## src/rtl/multicycle_main_fsm.sv

```systemverilog
`default_nettype none
// +-------------------------------------------------------------------------+
// | multicycle_main_fsm: Moore control FSM for the multicycle MIPS datapath. |
// | Optional bne support: define MULTICYCLE_MAIN_FSM_BNE_EN.                 |
// | Revision: 1.0                                                            |
// +-------------------------------------------------------------------------+
module multicycle_main_fsm #(
  parameter int STATE_BITS = 4  // must be >= 4; upper bits stay zero
) (
  input  logic       clk,
  input  logic       reset,
  input  logic [5:0] Op,
  output logic       IorD,
  output logic       MemWrite,
  output logic       IRWrite,
  output logic       RegDst,
  output logic       MemtoReg,
  output logic       RegWrite,
  output logic       ALUSrcA,
  output logic [1:0] ALUSrcB,
  output logic [1:0] ALUOp,
  output logic [1:0] PCSrc,
  output logic       Branch,
  output logic       PCWrite,
  output logic       IllegalOp
`ifdef MULTICYCLE_MAIN_FSM_BNE_EN
  ,
  output logic       BranchNe
`endif
);

  localparam logic [5:0] OP_LW    = 6'b100011;
  localparam logic [5:0] OP_SW    = 6'b101011;
  localparam logic [5:0] OP_RTYPE = 6'b000000;
  localparam logic [5:0] OP_BEQ   = 6'b000100;
  localparam logic [5:0] OP_ADDI  = 6'b001000;
  localparam logic [5:0] OP_J     = 6'b000010;
`ifdef MULTICYCLE_MAIN_FSM_BNE_EN
  localparam logic [5:0] OP_BNE   = 6'b000101;
`endif

  typedef enum logic [STATE_BITS-1:0] {
    FETCH    = 0,
    DECODE   = 1,
    MEMADR   = 2,
    MEMREAD  = 3,
    MEMWB    = 4,
    MEMWRITE = 5,
    EXECUTE  = 6,
    ALUWB    = 7,
    BRANCH   = 8,
    ADDIEXEC = 9,
    ADDIWB   = 10,
    JUMP     = 11
`ifdef MULTICYCLE_MAIN_FSM_BNE_EN
    ,
    BNESTATE = 12
`endif
  } state_t;

  typedef struct packed {
    logic       iord;
    logic       mem_write;
    logic       ir_write;
    logic       reg_dst;
    logic       memto_reg;
    logic       reg_write;
    logic       alu_src_a;
    logic [1:0] alu_src_b;
    logic [1:0] alu_op;
    logic [1:0] pc_src;
    logic       branch;
    logic       pc_write;
`ifdef MULTICYCLE_MAIN_FSM_BNE_EN
    logic       branch_ne;
`endif
  } ctrl_t;

  // Control word for a given state; anything not listed stays 0.
  function automatic ctrl_t decode_ctrl(input state_t s);
    ctrl_t c;
    c = '0;
    case (s)
      FETCH: begin
        c.alu_src_b = 2'b01;
        c.ir_write  = 1'b1;
        c.pc_write  = 1'b1;
      end
      DECODE:   c.alu_src_b = 2'b11;
      MEMADR: begin
        c.alu_src_a = 1'b1;
        c.alu_src_b = 2'b10;
      end
      MEMREAD:  c.iord = 1'b1;
      MEMWB: begin
        c.memto_reg = 1'b1;
        c.reg_write = 1'b1;
      end
      MEMWRITE: begin
        c.iord      = 1'b1;
        c.mem_write = 1'b1;
      end
      EXECUTE: begin
        c.alu_src_a = 1'b1;
        c.alu_op    = 2'b10;
      end
      ALUWB: begin
        c.reg_dst   = 1'b1;
        c.reg_write = 1'b1;
      end
      BRANCH: begin
        c.alu_src_a = 1'b1;
        c.alu_op    = 2'b01;
        c.pc_src    = 2'b01;
        c.branch    = 1'b1;
      end
      ADDIEXEC: begin
        c.alu_src_a = 1'b1;
        c.alu_src_b = 2'b10;
      end
      ADDIWB:   c.reg_write = 1'b1;
      JUMP: begin
        c.pc_src   = 2'b10;
        c.pc_write = 1'b1;
      end
`ifdef MULTICYCLE_MAIN_FSM_BNE_EN
      BNESTATE: begin
        c.alu_src_a = 1'b1;
        c.alu_op    = 2'b01;
        c.pc_src    = 2'b01;
        c.branch_ne = 1'b1;
      end
`endif
      default:  c = '0;
    endcase
    return c;
  endfunction

  state_t state_q, state_d;
  ctrl_t  ctrl_q, ctrl_d;
  logic   illegal_w;
  logic   state_ok_w;
  logic   en_mask_w;

  always_comb begin
    state_d    = FETCH;
    illegal_w  = 1'b0;
    state_ok_w = 1'b1;
    case (state_q)
      FETCH:  state_d = DECODE;
      DECODE: begin
        case (Op)
          OP_LW, OP_SW: state_d = MEMADR;
          OP_RTYPE:     state_d = EXECUTE;
          OP_BEQ:       state_d = BRANCH;
          OP_ADDI:      state_d = ADDIEXEC;
          OP_J:         state_d = JUMP;
`ifdef MULTICYCLE_MAIN_FSM_BNE_EN
          OP_BNE:       state_d = BNESTATE;
`endif
          default: begin
            state_d   = FETCH;
            illegal_w = 1'b1;
          end
        endcase
      end
      // Opcode is re-sampled here; a non-memory opcode abandons the access.
      MEMADR: begin
        if (Op == OP_LW)      state_d = MEMREAD;
        else if (Op == OP_SW) state_d = MEMWRITE;
        else                  state_d = FETCH;
      end
      MEMREAD:  state_d = MEMWB;
      MEMWB:    state_d = FETCH;
      MEMWRITE: state_d = FETCH;
      EXECUTE:  state_d = ALUWB;
      ALUWB:    state_d = FETCH;
      BRANCH:   state_d = FETCH;
      ADDIEXEC: state_d = ADDIWB;
      ADDIWB:   state_d = FETCH;
      JUMP:     state_d = FETCH;
`ifdef MULTICYCLE_MAIN_FSM_BNE_EN
      BNESTATE: state_d = FETCH;
`endif
      default: begin
        state_d    = FETCH;
        state_ok_w = 1'b0;
      end
    endcase
    ctrl_d = decode_ctrl(state_d);
  end

  // Control word is registered alongside the state it belongs to.
  always_ff @(posedge clk or posedge reset) begin
    if (reset) begin
      state_q <= FETCH;
      ctrl_q  <= decode_ctrl(FETCH);
    end else begin
      state_q <= state_d;
      ctrl_q  <= ctrl_d;
    end
  end

  // Enables are held low during reset and in any corrupted state encoding.
  assign en_mask_w = ~reset & state_ok_w;

  assign IorD      = ctrl_q.iord;
  assign RegDst    = ctrl_q.reg_dst;
  assign MemtoReg  = ctrl_q.memto_reg;
  assign ALUSrcA   = ctrl_q.alu_src_a;
  assign ALUSrcB   = ctrl_q.alu_src_b;
  assign ALUOp     = ctrl_q.alu_op;
  assign PCSrc     = ctrl_q.pc_src;
  assign MemWrite  = ctrl_q.mem_write & en_mask_w;
  assign IRWrite   = ctrl_q.ir_write  & en_mask_w;
  assign RegWrite  = ctrl_q.reg_write & en_mask_w;
  assign Branch    = ctrl_q.branch    & en_mask_w;
  assign PCWrite   = ctrl_q.pc_write  & en_mask_w;
  assign IllegalOp = illegal_w & ~reset;
`ifdef MULTICYCLE_MAIN_FSM_BNE_EN
  assign BranchNe  = ctrl_q.branch_ne & en_mask_w;
`endif

endmodule
`default_nettype wire
```

## config.mk

```make
export PLATFORM = sky130hd
export DESIGN_NAME = multicycle_main_fsm
export DESIGN_NICKNAME = d
export VERILOG_FILES = /design/src/rtl/multicycle_main_fsm.sv
export SDC_FILE = /design/constraint.sdc
export NUM_CORES = 1
export LEC_CHECK = 0
export ABC_AREA = 1
export CAP_MARGIN = 10
export CORE_MARGIN = 8
export CORE_UTILIZATION = 48
export DETAILED_ROUTE_END_ITERATION = 6
export PLACE_DENSITY = 0.82
export SYNTH_ARGS = -nofsm -noshare
export SYNTH_HDL_FRONTEND = slang
export SYNTH_SLANG_ARGS = --single-unit
```

## constraint.sdc

```tcl
create_clock -name clk -period 1.74 [get_ports clk]
set_clock_uncertainty 0.2 [all_clocks]
set_input_delay 0.174 -clock clk [delete_from_list [all_inputs] [get_ports clk]]
set_output_delay 0.174 -clock clk [all_outputs]
set_load 0.005 [all_outputs]
```

After elaboration in Yosys (flattened, before gate mapping) --
Index checks and enable logic that the tools add are counted.
Word-level totals: flip-flop bits (word level) 19, input port bits 8, output and inout port bits 16, word-level logic and storage cells 78
Cells by class: eq/ne operators 27, muxes and demuxes 19, bitwise logic cells 8, reduce and logical (&&, ||, !) cells 11
Operators with widths (count):
- $eq A4 B3 Y1 const B | 8
- $eq A4 B4 Y1 const B | 8
- $pmux W4 S6 | 1
- $pmux W4 S5 | 1
- $eq A4 B2 Y1 const B | 4
- $eq A6 B6 Y1 const B | 2
- $mux W1 | 12
- $reduce_or A12 Y1 | 1
- $eq A4 B1 Y1 const B | 2
- $logic_not A4 Y1 | 2
- $pmux W2 S2 | 2
- $reduce_or A2 Y1 | 4
- $and A1 B1 Y1 | 7
- $eq A6 B2 Y1 const B | 1
- $eq A6 B3 Y1 const B | 1
- $eq A6 B4 Y1 const B | 1
- $logic_not A6 Y1 | 1
- $mux W3 | 2
- $pmux W2 S3 | 1
- $reduce_or A6 Y1 | 1
- $reduce_or A4 Y1 | 1
- $reduce_or A3 Y1 | 1
- $not A1 Y1 | 1

Logic depth before layout (Yosys ltp) --
word-level depth 7, gate-level depth with buffers 12

Worst setup path after synthesis --
Ideal clock, no wire load.
path kind register -> register, from register state_q[0], to register ctrl_q, in the netlist ALUSrcA, arrival 1.133 ns, required time 1.423 ns, setup slack 0.290 ns, stages on the path, launching flop included 13, buffers on the path 0, period minus slack after synthesis 1.450 ns, path through dfrtp_1 > inv_2 > nand2_2 > nor2_4 > nor2_1 > nand2_1 > inv_2 > nand2_4 > inv_2 > nand3_2 > nand2_1 > inv_1 > nand2_1
RTL lines:
- from (decl) | RTL line 139 | state_t state_q, state_d;
- from (signal assigned) | RTL line 199 | state_q <= state_d;
- to (signal assigned) | RTL line 197 | ctrl_q <= decode_ctrl(FETCH);
- to (signal assigned) | RTL line 200 | ctrl_q <= ctrl_d;
- to (decl) | RTL line 140 | ctrl_t ctrl_q, ctrl_d;

Worst setup path in the final report --
from register state_q[1], to output port IllegalOp
Between the ends: cells in the longest elaborated chain, start to end 3
RTL lines:
- $eq A4 B1 Y1 | RTL line 149 | case (state_q)
- $mux W1 | RTL line 149
- $and A1 B1 Y1 | RTL line 219 | assign IllegalOp = illegal_w & ~reset;
- to (decl) | RTL line 25 | output logic IllegalOp
No other way between the ends.

==> impl_metrics.toml <==
[timing]
timing.hold.ws_ns = 0.181
hold_viol = 0
fmax_ghz = 0.590
finalCritPeriodShare_pct = 97.4
slew_viol_final = 0
setup_slack_ns = 0.0447
fin_crit_ns = 1.70
tightest_slew_ns = 0.242
rsz0062_at_grt = "true"
setup_viol_count_final = 0
relSlewSlack_pct = 83.8

[clock_tree]
cts-root-buf = "clkbuf_4"
cts.sinks = 18
cts_max_path_buffers = 2
cts_buffers = 3
clock_latency_ns = 0.29
clkTransAtPathRegs_ns = 0.10
htree_levels = 1
cts_tree = "yes"

[route]
antenna_left = 0
route.met3.wl_um = 115
drt_iter0_drc = 25
vias_per_cell = 4.49
met2_length_um = 1270
drt_wl_total_um = 2350
via_count = 911
dr.pass1.iters = 4
top_layer_used = "met4"
wl_met1_um = 949
drc_errors = 0
wl_per_cell_um = 11.6

[global_routing]
grt_pass1_vias = 947
grt.total_usage_pct = 12.5
overflow = 0
antenna_found_initial = 0
grt_max_degree = 19
grt_pass1_wl_um = 4020

[synthesis]
synth_common_cells = "21 x inv_1, 18 x nand2_1, 18 x nor2_1"
synth.most_common_cell = "inv_1"
synth_flop_cell = "dfrtp_1"
synth.area.top_cells = "dfrtp_1 36%, nand3_2 7.7%, dfstp_2 7.6%"
synthesis.area_sq_mm = 0.00104
syn-num-nets = 136
syn-mean-instance-area_sq_um = 8.13
synthesis.instances = 128
yosys.area.top_type_share_pct = 36.1
synth_seq_area_share_pct = 43.6
yosys_register_bits = 18
yosys.area.top_type = "dfrtp_1"
synth_cell_types = 17
synth_edf_count = 0
async_flop_share_pct = 100
yosys_warnings = 0

[die]
die_x_um = 62.6
start_util_pct = 48.9
ios = 24
dieArea_sq_mm = 0.00392
core.rowCount = 17
die_h_um = 62.6
fp.coreArea_sq_mm = 0.00213

[critical_path]
crit_type = "reg2out"
arrival_ns = 1.32
endpoint_kind = "output port"
critPathLaunchType = "flop"
required_ns = 1.37
crit_fanout = 2

[placed_design]
gp_congestion = 0.815
dp_cells = 197
pre_cts_slack_ns = -0.449
dp_hpwl_um = 1900
port_buffers = 23

[run_status]
status = "completed"

[pwr]
leakage_nw = 0.871
cellPowerDensity_mw_per_mm2 = 911
irDropWorstVdd_mv = 0.595

[run]
drv_cap = 0

[final_layout]
final_layout_size_suffix_gt1_share_pct = 45.7
final-instance-count-excl-fill = 203
area_delta_synth_final_pct = 44.5
n_fill_cell = 180
n_antenna_cell = 0
fin_nets = 184
final_util_pct = 70.7

[min_path]
hold_class = "in2async"
layout make-up:
cell class                 count  area, sq um  share of cell area, %
clock buffer                   4         26.3                   1.75
timing repair buffer          49          414                   27.5
inverter                      29          109                   7.24
tap                           28         35.0                   2.33
multi-input combinational     75          465                   30.9
sequential                    18          454                   30.2
cells in the final DEF (no fill, tap or decap):
| master | synthesis | final |
|---|---|---|
| nor4_2 | 0 | 1 |
| nand2_4 | 2 | 2 |
| inv_2 | 8 | 9 |
| nor2_2 | 7 | 8 |
| buf_4 | 6 | 25 |
| dfrtp_1 | 15 | 15 |
| inv_1 | 21 | 20 |
| dfstp_2 | 3 | 3 |
| o21ai_4 | 0 | 1 |
| nand3_2 | 8 | 10 |
| nand2_1 | 18 | 17 |
| clkbuf_2 | 0 | 5 |
| o21ai_1 | 1 | 1 |
| clkdlybuf4s50_1 | 0 | 11 |
| nor2_1 | 18 | 17 |
| nand2_2 | 5 | 6 |
| o21bai_1 | 1 | 1 |
| buf_2 | 0 | 1 |
| clkbuf_1 | 0 | 1 |
| clkbuf_4 | 0 | 3 |
| dlymetal6s2s_1 | 0 | 6 |
| nor2_4 | 5 | 5 |
| nand3_1 | 8 | 6 |
| buf_6 | 0 | 1 |
timing repair:
item / 4_1_cts / 5_1_grt
pin swaps: 2 / 8
buffers inserted: 0 / 2
resized for setup: 13 / 22
hold buffers: 0 / 0
setup endpoints to repair: 6 / 10
kinds of logic (layout without fill, tap and decap cells):
group,count (synthesis),after routing,share of synthesized area [%]
AND/OR/NAND/NOR,72,72,39.9
buffers and inverters,35,82,14.8
AO/OA/AOI/OAI,3,3,1.68
flip-flops,18,18,43.6
per-stage QoR:
stage / instance area [sq um] / total power, mW / TNS [ns]
floorplan: 1040 / 0.889 / 0
global placement: 1440 / 1.14 / -1.87
detailed placement: 1440 / 1.17 / -2.94
CTS: 1470 / 1.36 / -0.0178
global route: 1500 / 1.46 / -0.147
finish: 1500 / 1.37 / 0
power by group:
group	internal (mW)	switching, mW	total [mW]
clock network	0.0891	0.120	0.209
registers	0.517	0.0311	0.548
logic	0.297	0.316	0.613
flip-flops by register name, summed over array words and instances, names as in the netlist:
| name | count |
|---|---|
| PCSrc | 2 |
| MemtoReg | 1 |
| ALUSrcA | 1 |
| RegDst | 1 |
| IorD | 1 |
| ctrl_q | 4 |
| state_q | 4 |
| ALUSrcB | 2 |
| ALUOp | 2 |
final timing paths:
path,startpoint,end,slack (ns),cells after the start
worst min register to register,state_q[2],RegDst,0.39,2
worst max-delay path,state_q[1],IllegalOp,0.04,6
min in group clk,Op[5],ctrl_q[13],0.23,6
worst min-delay path,reset,state_q[1],0.18,3
max in group asynchronous,reset,ALUSrcB[0],0.90,3
worst max register to register,state_q[0],ALUSrcA,0.05,13
worst max-delay path: stages, from the launching register on:
cell and delay, ns:
dfrtp_1 0.40, inv_2 0.08, nand2_2 0.07, nor2_4 0.14
inv_2 0.05, nor4_2 0.14, buf_2 0.15
per-layer routing:
| layer | GRT usage [%] | vias to the layer above |
|---|---|---|
| li1 | - | 468 |
| met1 | 13.0 | 420 |
| met2 | 22.4 | 21 |
| met3 | 3.76 | 2 |
| met4 | 5.98 | 0 |
| met5 | 0 | - |
(Power assumes the default switching activity.)
==> RTL edit, RTL diff (same settings) <==
Make the reset (`reset`) synchronous in one clocked block.
--- a/src/rtl/multicycle_main_fsm.sv
+++ b/src/rtl/multicycle_main_fsm.sv
@@ -193,3 +193,3 @@
   // Control word is registered alongside the state it belongs to.
-  always_ff @(posedge clk or posedge reset) begin
+  always_ff @(posedge clk) begin
     if (reset) begin
Formal check against the unedited RTL: differs if reset is asserted again (counterexample within 4 cycles, from zero or initial values and one cycle with reset high); with reset held inactive, the same outputs for 10 cycles.
==> RTL edit against the unedited design <==
Worst setup slack worse by 21 ps. Area after synthesis fell by 5.0%. Register-to-register slack worse by 20 ps. Fmax decreased by 1.2%. Utilization rose by 7.0 points. Synthesized cell count rose by 8.6%. Cell area grew 1.3%. Routed wire length up 16%. Sequential cell count unchanged. Sequential share of layout area decreased by 6.4 points. Non-clock buffer count shrank 3. Critical path type is now primary input to register. Critical endpoint is now ALUSrcB[1]. Largest cell class unchanged.
Power is not compared: it rests on default switching activity, and its combinational part moved more than twofold at a synthesized area within 25%.
==> RTL edit: results (changes against the unedited design) <==
[route]
initialDrtViolationCount=40  ; was 25
wl_met2_um=1490  ; was 1270 um
wl_met3_um=160  ; was 115 um
wl_met1_um=1060  ; was 949 um
num_vias=1000  ; was 911

[run_status]
status=finished clean  ; unchanged

[placement]
place.gp.congestion=0.919  ; was 0.815
placed_cell_area_um2=1350  ; was 1440 um2
placed_cells=201  ; was 197
hpwlAfterDp_um=1960  ; was 1900 um

[synthesis]
synth_nets=147  ; was 136
synthTopCellsByArea=dfxtp_1 36%, nand3_1 8.6%, nor2_1 8.4%  ; was dfrtp_1 36%, nand3_2 7.7%, dfstp_2 7.6%
synth_ff_type=dfxtp_1  ; was dfrtp_1
async_flop_share=0  ; was 1.00
ys_types=21  ; was 17

[global_routing]
grt_pass1_vias=925  ; was 947
use_met3=0.0376  ; about the same
grt_usage=0.140  ; was 0.125
use_met1=0.149  ; was 0.130
grtUsageMet2=0.272  ; was 0.224

[layout]
fillers=137  ; was 180
instances_no_fill=208  ; was 203
nets=191  ; was 184
layout-drive-gt1-share=0.420  ; was 0.457

[setup_path]
cp.arrival_ps=1700  ; was 1320 ps
path_max_fanout=7  ; was 2

[clock_tree]
clk_latency_ps=270  ; was 290 ps

[timing]
relSlewSlack=0.861  ; was 0.838

[min_path]
hold_path.class=primary input to register  ; was primary input to asynchronous set/reset pin

## RTL edit: cell count changes after synthesis, sizes merged, moves of 2 or more
cell and delta:
nor3 +3, dfrtp -15, inv -3, a21oi +2, dfstp -3, nand3 +4, dfxtp +18, nor2 +3
## RTL edit: kinds of logic after synthesis
logic type / synth area share
simple gates: 0.456
buf+inv: 0.148
flops: 0.365
compound gates: 0.0316
## RTL edit: final timing paths
path	from	end	cells past startpoint
setup / recovery	Op[3]	ALUSrcB[1]	13
hold / removal	Op[5]	ALUOp[1]	7
setup reg to reg	state_q[3]	ALUOp[0]	9
hold reg to reg	state_q[0]	MemtoReg	2
## RTL edit: through the flow
step                setup WS, ps   util
detailed placement          -351  0.686
CTS                         6.68  0.720
global placement            -304  0.686
finish                      23.7  0.777
floorplan                    263      -
global route               -40.9  0.777
## RTL edit: critical path, cell delays in order
cell and delay, ps:
clkdlybuf4s50_1 530, inv_1 80, buf_4 140, nor2_2 100, nand3_1 90, nand3_1 90, nand2_1 80, nand2_4 110
nor2_2 50, nand2_2 60, nand3_1 70, nand2_1 80, inv_1 40
## RTL edit: timing repair
action | 4_1_cts | 5_1_grt
setup endpoints to repair | 14 | 13
setup buffers | 1 | 3
pin swaps | 3 | 9
gates resized for setup | 20 | 28
gates cloned | 0 | 0
hold buffers | 0 | 0
## RTL edit: area by class of cell
| type | instances | area share |
|---|---|---|
| repair buffers | 46 | 0.264 |
| flip-flops and latches | 18 | 0.238 |
| multi-input cells | 88 | 0.396 |
| well taps | 27 | 0.0222 |
| clock buffers | 3 | 0.0148 |
| inverters | 26 | 0.0657 |
